## src/rtl/dco_ctrl_if.sv

```systemverilog
`default_nettype none
// ============================================================================
//  Module      : dco_ctrl_if
//  Description : Bundle between the loop filter (master) and the DCO tuning
//                controller (slave). The master supplies the enable and the
//                signed per-reference-cycle correction. The slave returns the
//                three capacitor-bank codes, the DCO enable and loop status.
//  Revision    : 1.0 - initial release
// ----------------------------------------------------------------------------
//  Signals
//    en          master->slave  loop enable
//    tune_valid  master->slave  tune_in valid this cycle
//    tune_in     master->slave  signed correction, LSBs of the active bank
//    dco_en      slave->master  DCO enable
//    dco_in_l    slave->master  coarse bank code
//    dco_in_m    slave->master  medium bank code
//    dco_in_s    slave->master  fine bank code
//    mode        slave->master  00 IDLE, 01 PVT, 10 ACQ, 11 TRK
//    locked      slave->master  fine tracking settled
// ============================================================================
interface dco_ctrl_if #(
    parameter int L_W  = 5,
    parameter int M_W  = 8,
    parameter int S_W  = 8,
    parameter int TW_W = 12
);
    logic                   en;
    logic                   tune_valid;
    logic signed [TW_W-1:0] tune_in;
    logic                   dco_en;
    logic [L_W-1:0]         dco_in_l;
    logic [M_W-1:0]         dco_in_m;
    logic [S_W-1:0]         dco_in_s;
    logic [1:0]             mode;
    logic                   locked;

    modport master (
        output en, tune_valid, tune_in,
        input  dco_en, dco_in_l, dco_in_m, dco_in_s, mode, locked
    );

    modport slave (
        input  en, tune_valid, tune_in,
        output dco_en, dco_in_l, dco_in_m, dco_in_s, mode, locked
    );
endinterface
`default_nettype wire

```

## src/rtl/dco_ctrl.sv

```systemverilog
`default_nettype none
// ============================================================================
//  Module      : dco_ctrl
//  Description : DCO tuning-word controller. Integrates the signed loop-filter
//                correction into the coarse (L), medium (M) and fine (S)
//                capacitor banks, stepping PVT -> ACQ -> TRK as the correction
//                settles, and flags lock while fine tracking is settled.
//                Everything runs on the reference clock; all outputs are
//                registered.
//  Revision    : 1.0 - initial release
// ----------------------------------------------------------------------------
//  Ports
//    clk    in   reference clock, rising edge
//    rst_n  in   asynchronous active-low reset
//    bus    slave modport of dco_ctrl_if (en/tune_valid/tune_in in;
//           dco_en/dco_in_l/dco_in_m/dco_in_s/mode/locked out)
// ============================================================================
module dco_ctrl #(
    parameter int L_W       = 5,
    parameter int M_W       = 8,
    parameter int S_W       = 8,
    parameter int TW_W      = 12,
    parameter int SETTLE_TH = 1,
    parameter int SETTLE_N  = 4,
    parameter int UNLOCK_TH = 8
) (
    input  wire        clk,
    input  wire        rst_n,
    dco_ctrl_if.slave  bus
);

    // Sum width: widest operand plus sign and one overflow bit, so that
    // bank + tune_in can never wrap.
    localparam int c_BW_MAX  = (L_W > M_W) ? ((L_W > S_W) ? L_W : S_W)
                                           : ((M_W > S_W) ? M_W : S_W);
    localparam int c_SUM_W   = ((TW_W > c_BW_MAX) ? TW_W : c_BW_MAX) + 2;
    localparam int c_CNT_W   = $clog2(SETTLE_N + 1);

    localparam logic [L_W-1:0] c_L_MID = L_W'(1 << (L_W - 1));
    localparam logic [M_W-1:0] c_M_MID = M_W'(1 << (M_W - 1));
    localparam logic [S_W-1:0] c_S_MID = S_W'(1 << (S_W - 1));

    localparam logic signed [c_SUM_W-1:0] c_L_MAX = c_SUM_W'((1 << L_W) - 1);
    localparam logic signed [c_SUM_W-1:0] c_M_MAX = c_SUM_W'((1 << M_W) - 1);
    localparam logic signed [c_SUM_W-1:0] c_S_MAX = c_SUM_W'((1 << S_W) - 1);

    localparam logic [c_SUM_W-1:0] c_SETTLE_TH = c_SUM_W'(SETTLE_TH);
    localparam logic [c_SUM_W-1:0] c_UNLOCK_TH = c_SUM_W'(UNLOCK_TH);
    localparam logic [c_CNT_W-1:0] c_SETTLE_N  = c_CNT_W'(SETTLE_N);

    typedef enum logic [1:0] {
        ST_IDLE = 2'b00,
        ST_PVT  = 2'b01,
        ST_ACQ  = 2'b10,
        ST_TRK  = 2'b11
    } state_t;

    state_t             r_state;
    logic               r_dco_en;
    logic               r_locked;
    logic [L_W-1:0]     r_l;
    logic [M_W-1:0]     r_m;
    logic [S_W-1:0]     r_s;
    logic [c_CNT_W-1:0] r_cnt;

    logic signed [c_SUM_W-1:0] w_tune;
    logic        [c_SUM_W-1:0] w_abs;
    logic signed [c_SUM_W-1:0] w_base;
    logic signed [c_SUM_W-1:0] w_max;
    logic signed [c_SUM_W-1:0] w_sum;
    logic                      w_under;
    logic                      w_over;
    logic                      w_settled;
    logic                      w_unlock;
    logic [c_CNT_W-1:0]        w_cnt_inc;
    logic [L_W-1:0]            w_new_l;
    logic [M_W-1:0]            w_new_m;
    logic [S_W-1:0]            w_new_s;

    // Magnitude taken at the wide sum width so the most negative tune word
    // still has a representable absolute value.
    assign w_tune    = c_SUM_W'(bus.tune_in);
    assign w_abs     = w_tune[c_SUM_W-1] ? c_SUM_W'(-w_tune) : c_SUM_W'(w_tune);
    assign w_settled = (w_abs <= c_SETTLE_TH);
    assign w_unlock  = (w_abs >  c_UNLOCK_TH);
    assign w_cnt_inc = r_cnt + 1'b1;

    // Active bank selection: PVT drives L, ACQ drives M, TRK drives S.
    always_comb begin
        w_base = '0;
        w_max  = c_S_MAX;
        case (r_state)
            ST_PVT: begin
                w_base = $signed({{(c_SUM_W-L_W){1'b0}}, r_l});
                w_max  = c_L_MAX;
            end
            ST_ACQ: begin
                w_base = $signed({{(c_SUM_W-M_W){1'b0}}, r_m});
                w_max  = c_M_MAX;
            end
            default: begin
                w_base = $signed({{(c_SUM_W-S_W){1'b0}}, r_s});
                w_max  = c_S_MAX;
            end
        endcase
    end

    assign w_sum   = w_base + w_tune;
    assign w_under = w_sum[c_SUM_W-1];
    assign w_over  = (w_sum > w_max);

    assign w_new_l = w_under ? '0 : (w_over ? '1 : w_sum[L_W-1:0]);
    assign w_new_m = w_under ? '0 : (w_over ? '1 : w_sum[M_W-1:0]);
    assign w_new_s = w_under ? '0 : (w_over ? '1 : w_sum[S_W-1:0]);

    always_ff @(posedge clk or negedge rst_n) begin
        if (!rst_n) begin
            r_state  <= ST_IDLE;
            r_dco_en <= 1'b0;
            r_locked <= 1'b0;
            r_l      <= c_L_MID;
            r_m      <= c_M_MID;
            r_s      <= c_S_MID;
            r_cnt    <= '0;
        end else if (!bus.en) begin
            r_state  <= ST_IDLE;
            r_dco_en <= 1'b0;
            r_locked <= 1'b0;
            r_l      <= c_L_MID;
            r_m      <= c_M_MID;
            r_s      <= c_S_MID;
            r_cnt    <= '0;
        end else begin
            case (r_state)
                ST_IDLE: begin
                    r_state  <= ST_PVT;
                    r_dco_en <= 1'b1;
                end

                ST_PVT, ST_ACQ: begin
                    if (bus.tune_valid) begin
                        // The completing sample still lands in the old bank.
                        if (r_state == ST_PVT) r_l <= w_new_l;
                        else                   r_m <= w_new_m;
                        if (w_settled) begin
                            if (w_cnt_inc == c_SETTLE_N) begin
                                r_cnt   <= '0;
                                r_state <= (r_state == ST_PVT) ? ST_ACQ : ST_TRK;
                            end else begin
                                r_cnt <= w_cnt_inc;
                            end
                        end else begin
                            r_cnt <= '0;
                        end
                    end
                end

                default: begin // ST_TRK
                    if (bus.tune_valid) begin
                        // Fine-bank excursions past a rail recentre S and
                        // push the step into M, unless M is already railed.
                        if (w_over && (r_m != '1)) begin
                            r_s <= c_S_MID;
                            r_m <= r_m + 1'b1;
                        end else if (w_under && (r_m != '0)) begin
                            r_s <= c_S_MID;
                            r_m <= r_m - 1'b1;
                        end else begin
                            r_s <= w_new_s;
                        end

                        if (w_unlock) begin
                            r_locked <= 1'b0;
                            r_cnt    <= '0;
                        end else if (w_settled) begin
                            if (w_cnt_inc >= c_SETTLE_N) begin
                                r_cnt    <= c_SETTLE_N;
                                r_locked <= 1'b1;
                            end else begin
                                r_cnt <= w_cnt_inc;
                            end
                        end else begin
                            r_cnt <= '0;
                        end
                    end
                end
            endcase
        end
    end

    assign bus.dco_en   = r_dco_en;
    assign bus.dco_in_l = r_l;
    assign bus.dco_in_m = r_m;
    assign bus.dco_in_s = r_s;
    assign bus.mode     = r_state;
    assign bus.locked   = r_locked;

endmodule
`default_nettype wire

```

## src/flat_wrapper.sv

```systemverilog
// flat-port wrapper written by rule: the top's interface ports become plain ports
module dco_ctrl_flat 
#(
    parameter int L_W       = 5,
    parameter int M_W       = 8,
    parameter int S_W       = 8,
    parameter int TW_W      = 12,
    parameter int SETTLE_TH = 1,
    parameter int SETTLE_N  = 4,
    parameter int UNLOCK_TH = 8
)
  (clk, rst_n, bus_en, bus_tune_valid, bus_tune_in, bus_dco_en, bus_dco_in_l, bus_dco_in_m, bus_dco_in_s, bus_mode, bus_locked);
  dco_ctrl_if #(.L_W(L_W), .M_W(M_W), .S_W(S_W), .TW_W(TW_W)) bus_i ();
  input  wire clk;
  input  wire rst_n;
  input wire logic [$bits(bus_i.en)-1:0] bus_en;
  input wire logic [$bits(bus_i.tune_valid)-1:0] bus_tune_valid;
  input wire logic [$bits(bus_i.tune_in)-1:0] bus_tune_in;
  output wire logic [$bits(bus_i.dco_en)-1:0] bus_dco_en;
  output wire logic [$bits(bus_i.dco_in_l)-1:0] bus_dco_in_l;
  output wire logic [$bits(bus_i.dco_in_m)-1:0] bus_dco_in_m;
  output wire logic [$bits(bus_i.dco_in_s)-1:0] bus_dco_in_s;
  output wire logic [$bits(bus_i.mode)-1:0] bus_mode;
  output wire logic [$bits(bus_i.locked)-1:0] bus_locked;
  assign bus_i.en = bus_en;
  assign bus_i.tune_valid = bus_tune_valid;
  assign bus_i.tune_in = bus_tune_in;
  assign bus_dco_en = bus_i.dco_en;
  assign bus_dco_in_l = bus_i.dco_in_l;
  assign bus_dco_in_m = bus_i.dco_in_m;
  assign bus_dco_in_s = bus_i.dco_in_s;
  assign bus_mode = bus_i.mode;
  assign bus_locked = bus_i.locked;
  dco_ctrl #(.L_W(L_W), .M_W(M_W), .S_W(S_W), .TW_W(TW_W), .SETTLE_TH(SETTLE_TH), .SETTLE_N(SETTLE_N), .UNLOCK_TH(UNLOCK_TH)) u_core (.clk(clk), .rst_n(rst_n), .bus(bus_i));
endmodule
```

## config.mk

```make
export PLATFORM = sky130hd
export DESIGN_NAME = dco_ctrl_flat
export DESIGN_NICKNAME = d
export VERILOG_FILES = /design/src/rtl/dco_ctrl_if.sv /design/src/rtl/dco_ctrl.sv /design/src/flat_wrapper.sv
export SDC_FILE = /design/constraint.sdc
export NUM_CORES = 1
export LEC_CHECK = 0
export ABC_AREA = 0
export CAP_MARGIN = 40
export CELL_PAD_IN_SITES_DETAIL_PLACEMENT = 0
export CELL_PAD_IN_SITES_GLOBAL_PLACEMENT = 2
export CORE_MARGIN = 4
export CORE_UTILIZATION = 29
export DETAILED_ROUTE_END_ITERATION = 12
export GPL_ROUTABILITY_DRIVEN = 0
export PLACE_DENSITY_LB_ADDON = 0.1
export SYNTH_ARGS = -nofsm -noshare
export SYNTH_HDL_FRONTEND = slang
export SYNTH_SLANG_ARGS = --single-unit
```

## constraint.sdc

```tcl
create_clock -name clk -period 5.2 [get_ports clk]
set_clock_uncertainty 0.2 [all_clocks]
set_input_delay 0.78 -clock clk [delete_from_list [all_inputs] [get_ports clk]]
set_output_delay 0.78 -clock clk [all_outputs]
set_load 0.02 [all_outputs]
```

==> metrics.txt, run 1 <==
clk buf depth 2; WP data required approximately 5.2 ns; r2r setup slk around 0.24 ns; fmax 202 MHz; status finished clean; Tot GR Track Use 0.166; # DRC 0; Util after Layout 0.431; Synth cell types 54; top cell type's share of synthesized area 0.238; R2R Path End u_core.bus.dco_in_m[6]$_DFFE_PN0P_; Sw Share 0.476; Worst-path clk slew roughly 0.11 ns; Worst Path Arrival about 5.0 ns; DR pass1 iterations 5; Final Slew Violations 0; total grt overflow 0; final setup TNS 0 ns; sequential share of power 0.146; Syn Inst Count 316; antenna diode count 0; Critical-path top delay cell dfrtp_2; Post-synth ARST share 1.00; Vias between 2,000 and 3,000; leakage power roughly 1.6 nW; Min-Delay Path Depth 1; WS Path Type flip-flop to flip-flop; Tightest Pin Transition ~0.57 ns; Top FF cell, synth dfrtp_1; die area 0.0107 mm2; top-count cell post-synth nor2_1; # H-tree levels 1; internal power around 0.0012 W; DP Wirelength between 6000 and 7000 um; Clock Sinks 28; core area just under 0.009 mm2; synth cell count leaders 33 x nor2_1, 29 x a21oi_1, 27 x ha_1, 27 x nand2_1, 25 x dfrtp_1; RSZ-0062 raised after global routing true; drt initial violations about 110; PwrDens 631 mW/mm2; synthesized cell area 0.00263 mm2; via/cell ratio a little over 5; Yosys Warn Count 0; Logic pwr share 0.793; Psw 0.00113 W; Worst slew margin 0.619; I/O pins approximately 40; Peak VDD IR roughly 340 uV; Root Driver clkbuf_8; CTS tree built; Final min period a little under 5 ns; biggest area consumer among synthesized cells dfrtp_1; top post-synthesis cells by area dfrtp_1 24%, ha_1 13%, a21oi_1 5.5%; sequential share of the synthesized area 0.268; Die Height about 100 um; IO buf count 40; slowest stage delay, CP ~0.45 ns; initial core utilization 0.300; HP Class flip-flop to flip-flop; antenna viol nets, final 0; syn_nets approximately 360; Avg Inst Size Synth between 8 and 9 um2; num rows 34; clock share of power 0.061; Post-synth EDFFs 0; layout cells sized above 1 0.261; Max-Cap Viols 0; Synth Register Bits 28; Critical path buffers and inverters 5; area grow syn2layout 43.6%; die width 103 um; WL final around 8700 um; Num CTS Buffers 3; Register-to-Register Path Depth 30; worst-path maximum fanout 8; DR WL/cell around 17 um; vias in the first global route 2,610; WHS Endpoint u_core.r_cnt[0]$_DFFE_PN0P_; first-pass GRT wire length between 10,000 and 15,000 um; clock latency on the worst-skew pair approximately 0.28 ns; Hold Path Origin u_core.r_cnt[0]$_DFFE_PN0P_; final hold violations 0; largest net degree at the start of global routing 29; Crit. End Element flip-flop; CP startpoint kind flip-flop; Final nets ~440; Reg2Reg Launch Point u_core.bus.mode[0]$_DFFE_PN0P_; initial antenna violation count 0; Crit path max-delay family compound AO/OA/AOI/OAI gates; Setup Viol. Count Final 0; Final Cycle Share 0.954
## how the worst max path moves through the flow
stage                                               from                                 end  slack (ns)  cells after the start
after detailed placement                  bus_tune_in[3]  u_core.bus.dco_in_m[7]$_DFFE_PN1P_       -0.11                     24
after global placement                    bus_tune_in[0]  u_core.bus.dco_in_m[6]$_DFFE_PN0P_       -0.04                     22
after global routing      u_core.bus.mode[1]$_DFFE_PN0P_  u_core.bus.dco_in_m[6]$_DFFE_PN0P_       -0.08                     30
final                     u_core.bus.mode[0]$_DFFE_PN0P_  u_core.bus.dco_in_m[6]$_DFFE_PN0P_        0.24                     30
after CTS                 u_core.bus.mode[1]$_DFFE_PN0P_  u_core.bus.dco_in_m[6]$_DFFE_PN0P_       0.001                     28
after floorplan           u_core.bus.mode[0]$_DFFE_PN0P_  u_core.bus.dco_in_m[6]$_DFFE_PN0P_        0.01                     29
## final cells by class
type	instances	area, um2
inverter	18	75.1
tap	108	135
timing repair buffer	88	785
clock buffer	4	55.1
multi-input combinational	260	2020
fill	917	4990
sequential	28	707
## metal layers
| layer | track usage | share of wire | vias to the layer above |
|---|---|---|---|
| met5 | 0 | 0 | - |
| met4 | 0.0289 | 0.0046 | 0 |
| met3 | 0.0114 | 0.035 | 4 |
| met2 | 0.279 | 0.47 | 57 |
| met1 | 0.238 | 0.49 | 1221 |
| li1 | - | - | 1317 |
## stage by stage
step,total power [W],instance area [um2],setup WS (ns),hold WS (ns),instances
after global placement,0.00192,3400,-0.0408,0.282,488
after floorplan,0.00136,2680,0.00989,0.262,316
final,0.00238,3770,0.239,0.309,506
after CTS,0.00214,3530,0.00136,0.311,497
after detailed placement,0.00191,3400,-0.109,0.286,488
after global routing,0.00259,3770,-0.0768,0.337,506
## worst register-to-register path: cells and delay by family, from the launching register on
family                     cells  cell delay (ns)
AOI/OAI and AO/OA             12             1.66
DFF                            1             0.45
and+or+nand+nor                7             0.57
adders and majority gates      4             1.18
xor gates and xnor gates       2             0.35
buffers and inverters          5             0.51
## layout by cell type (no fill, tap or decap), types with 3 or more instances in the layout
master           count
nor2_1              31
a31oi_1              4
inv_1               15
a21oi_2              8
clkbuf_8             4
a21o_1               6
nor2b_1              4
o221ai_1             5
dfrtp_1             23
nand2b_1             4
xnor2_1              8
inv_4                3
nor4_1               3
nand2_1             27
a22o_1               3
o21ai_0             20
a21oi_1             21
nand3_1             14
clkdlybuf4s50_1     40
o21a_1               9
nor3_1               3
nand4_1              5
xor2_1               8
buf_6                3
ha_1                17
dfstp_2              3
a22oi_2              5
ha_4                 9
buf_4               44
## what timing repair did
action                                 in CTS  in global routing
resized for setup                           9                 30
pin swaps                                   2                 31
endpoints found under the hold margin       0                  0
buffers inserted                            5                  9
gates cloned                                0                  0
setup endpoints to repair                   3                  5
hold buffers                                0                  0
## power by group through the flow
| stage | combinational [W] | sequential, W | clock, W |
|---|---|---|---|
| after CTS | 0.00165 | 0.000340 | 0.000149 |
| final | 0.00189 | 0.000348 | 0.000145 |
| after detailed placement | 0.00157 | 0.000338 | 0 |
| after global placement | 0.00158 | 0.000340 | 0 |
| after floorplan | 0.000965 | 0.000390 | 0 |
| after global routing | 0.00208 | 0.000357 | 0.000158 |
## cell families after synthesis
logic type,synth area share
and+or+nand+nor,0.206
adders and majority gates,0.144
muxes,0.00381
AOI/OAI and AO/OA,0.273
buffers and inverters,0.0490
xor gates and xnor gates,0.0566
DFF,0.268
## flip-flops by register name, summed over array words and instances, names as in the netlist
signal	flops
u_core.bus.dco_en	1
u_core.bus.dco_in_l	5
u_core.bus.dco_in_m	8
u_core.bus.dco_in_s	8
u_core.bus.locked	1
u_core.bus.mode	2
u_core.r_cnt	3
(Power assumes the default switching activity.)
==> run 2, diff against run 1 <==
--- a/config.mk
+++ b/config.mk
@@ -9,11 +9,12 @@
 export CAP_MARGIN = 40
 export CELL_PAD_IN_SITES_DETAIL_PLACEMENT = 0
 export CELL_PAD_IN_SITES_GLOBAL_PLACEMENT = 2
-export CORE_MARGIN = 4
+export CORE_MARGIN = 2
 export CORE_UTILIZATION = 29
 export DETAILED_ROUTE_END_ITERATION = 12
 export GPL_ROUTABILITY_DRIVEN = 0
 export PLACE_DENSITY_LB_ADDON = 0.1
+export SETUP_SLACK_MARGIN = 0.3
 export SYNTH_ARGS = -nofsm -noshare
 export SYNTH_HDL_FRONTEND = slang
 export SYNTH_SLANG_ARGS = --single-unit
==> run 2 against run 1 <==
Fmax decreased by 1.6%. Non-clock buffer count grew 3. Via count is 0.50% higher. Final cell count increased by 0.59%. Largest cell class unchanged. Largest power group unchanged. Highest routed layer unchanged.
==> metrics.txt, run 2 (synthesized netlist as in run 1, its figures left out) <==
Clock Sinks 28 (unchanged); drt initial violations 124 (+12%); Worst-path clk slew 0.10 ns (about the same); Peak VDD IR 297 uV (-12%); final hold violations 0 (unchanged); # fillers 889 (-3.1%); RSZ-0062 raised after global routing true; Min-Delay Path Depth 2 (+1); # DRC 0 (unchanged); die width 99.2 um (-3.9%); WP data required 5.17 ns (-0.06 ns); Crit. End Element flip-flop; pre-CTS setup slack 0.0133 ns (+0.122 ns); Tightest Pin Transition 0.572 ns (+0.00274 ns); fin area 0.00371 mm2 (-1.7%); initial antenna violation count 0 (unchanged); Worst Path Arrival 5.01 ns (+0.02 ns); Util after Layout 0.423 (-0.00714); HP Class flip-flop to flip-flop; core area 0.00876 mm2 (unchanged); Final min period 5.04 ns (+0.0831 ns); WS Path Type flip-flop to flip-flop; clock latency on the worst-skew pair 0.28 ns (about the same); WHS Endpoint u_core.bus.dco_en$_DFFE_PN0N_; Final Slew Violations 0 (unchanged); worst-path maximum fanout 5 (-3); commonest non-fill, non-tap cell in the layout buf_4; die area 0.00984 mm2 (-7.6%); DR pass1 iterations 4 (-1); most frequent cells in the layout 41 x buf_4, 40 x clkdlybuf4s50_1, 31 x nor2_1; r2r setup slk 0.16 ns (-0.08 ns); status finished clean; Tot GR Track Use 0.172 (+0.00561); Critical-path top delay cell dfrtp_2; Num CTS Buffers 3 (unchanged); Final nets 447 (+0.68%); area grow syn2layout 41.2%; fmax 198 MHz (-1.6%); I/O pins 41 (unchanged); slowest stage delay, CP 0.41 ns (-0.04 ns); Hold Buf Count CTS 0 (unchanged); PnR worst setup slack 0.156 ns (-0.0831 ns); DR WL/cell 16.3 um (-5.0%); IO buf count 40 (unchanged); vias in the first global route 2,597 (-0.50%); Setup Viol. Count Final 0 (unchanged); CTS tree built; R2R Path End u_core.bus.dco_in_m[4]$_DFFE_PN0P_; initial core utilization 0.300 (unchanged); most frequent CP cell buf_6; DP Wirelength 6480 um (-3.9%); layout cells sized above 1 0.242 (-0.0194); num rows 34 (unchanged); PwrDens 637 mW/mm2 (+1.0%); WL final 8310 um (-4.5%); leakage power 1.58 nW (+1.9%); via/cell ratio 5.13 (about the same); Worst slew margin 0.619 (about the same); # H-tree levels 1 (unchanged); first-pass GRT wire length 13,500 um (-1.9%); Root Driver clkbuf_8; antenna diode count 0 (unchanged); Register-to-Register Path Depth 31 (+3.3%); total grt overflow 0 (unchanged); Final Cycle Share 0.970 (+0.0160); largest net degree at the start of global routing 29 (unchanged); Die Height 99.2 um (-3.9%); placed inst area 0.00339 mm2 (about the same); clk buf depth 2 (unchanged); Vias 2,612 (+0.50%); Reg2Reg Launch Point u_core.bus.mode[0]$_DFFE_PN0P_; Hold Path Origin u_core.bus.dco_en$_DFFE_PN0N_; CP startpoint kind flip-flop; final setup TNS 0 ns (unchanged); antenna viol nets, final 0 (unchanged); Max-Cap Viols 0 (unchanged)
==> run 2: metrics by stage <==
step / power, W / instances / hold WS [ns]
after CTS: 0.00232 / 504 / 0.310
after floorplan: 0.00141 / 316 / 0.262
final: 0.00236 / 509 / 0.310
after global placement: 0.00192 / 483 / 0.281
after global routing: 0.00257 / 509 / 0.345
after detailed placement: 0.00191 / 483 / 0.290
==> run 2: worst max-delay path by stage <==
stage | cells after the start | to | slack, ns | from
finish | 31 | u_core.bus.dco_in_m[4]$_DFFE_PN0P_ | 0.16 | u_core.bus.mode[0]$_DFFE_PN0P_
global route | 29 | u_core.bus.dco_in_m[7]$_DFFE_PN1P_ | -0.21 | u_core.bus.mode[0]$_DFFE_PN0P_
CTS | 29 | u_core.bus.dco_in_m[6]$_DFFE_PN0P_ | 0.14 | u_core.bus.mode[0]$_DFFE_PN0P_
detailed placement | 25 | u_core.bus.dco_in_m[6]$_DFFE_PN0P_ | 0.01 | bus_tune_in[3]
global placement | 26 | u_core.bus.dco_in_m[7]$_DFFE_PN1P_ | -0.009 | u_core.bus.mode[1]$_DFFE_PN0P_
floorplan | 29 | u_core.bus.dco_in_m[7]$_DFFE_PN1P_ | 0.22 | u_core.bus.mode[1]$_DFFE_PN0P_
==> run 2: area by class of cell <==
cell class,count,area [um2],share of cell area
inverters,18,67.6,0.0182
well taps,108,135,0.0364
repair buffers,91,830,0.224
multi-input cells,260,1920,0.517
clock buffers,4,55.1,0.0148
flip-flops and latches,28,707,0.190
==> run 2: what timing repair did <==
item / 4_1_cts / 5_1_grt
endpoints found under the setup margin: 5 / 6
pin swaps: 15 / 11
gates resized for setup: 12 / 8
setup buffers: 17 / 5
==> run 2: layer usage <==
metal  global-route usage  share of wire
met2                0.280           0.46
met5                    0              0
met1                0.248           0.49
met3               0.0155          0.043
met4               0.0369          0.010
==> run 2: critical path, delay by kind of cell (launching register included) <==
| family | cells | cell delay (ns) |
|---|---|---|
| AO/OA/AOI/OAI | 10 | 1.51 |
| XOR/XNOR | 2 | 0.30 |
| adder cells (fa/ha/maj) | 4 | 1.26 |
| buffers and inverters | 8 | 0.69 |
| flip-flops | 1 | 0.41 |
| AND/OR/NAND/NOR | 7 | 0.55 |
==> run 2: where the power goes <==
group | total, W | internal (W) | switching [W]
sequential | 0.000322 | 0.000271 | 0.0000514
combinational | 0.00190 | 0.000941 | 0.000963
clock | 0.000138 | 0.0000678 | 0.0000699
total | 0.00236 | 0.00128 | 0.00108
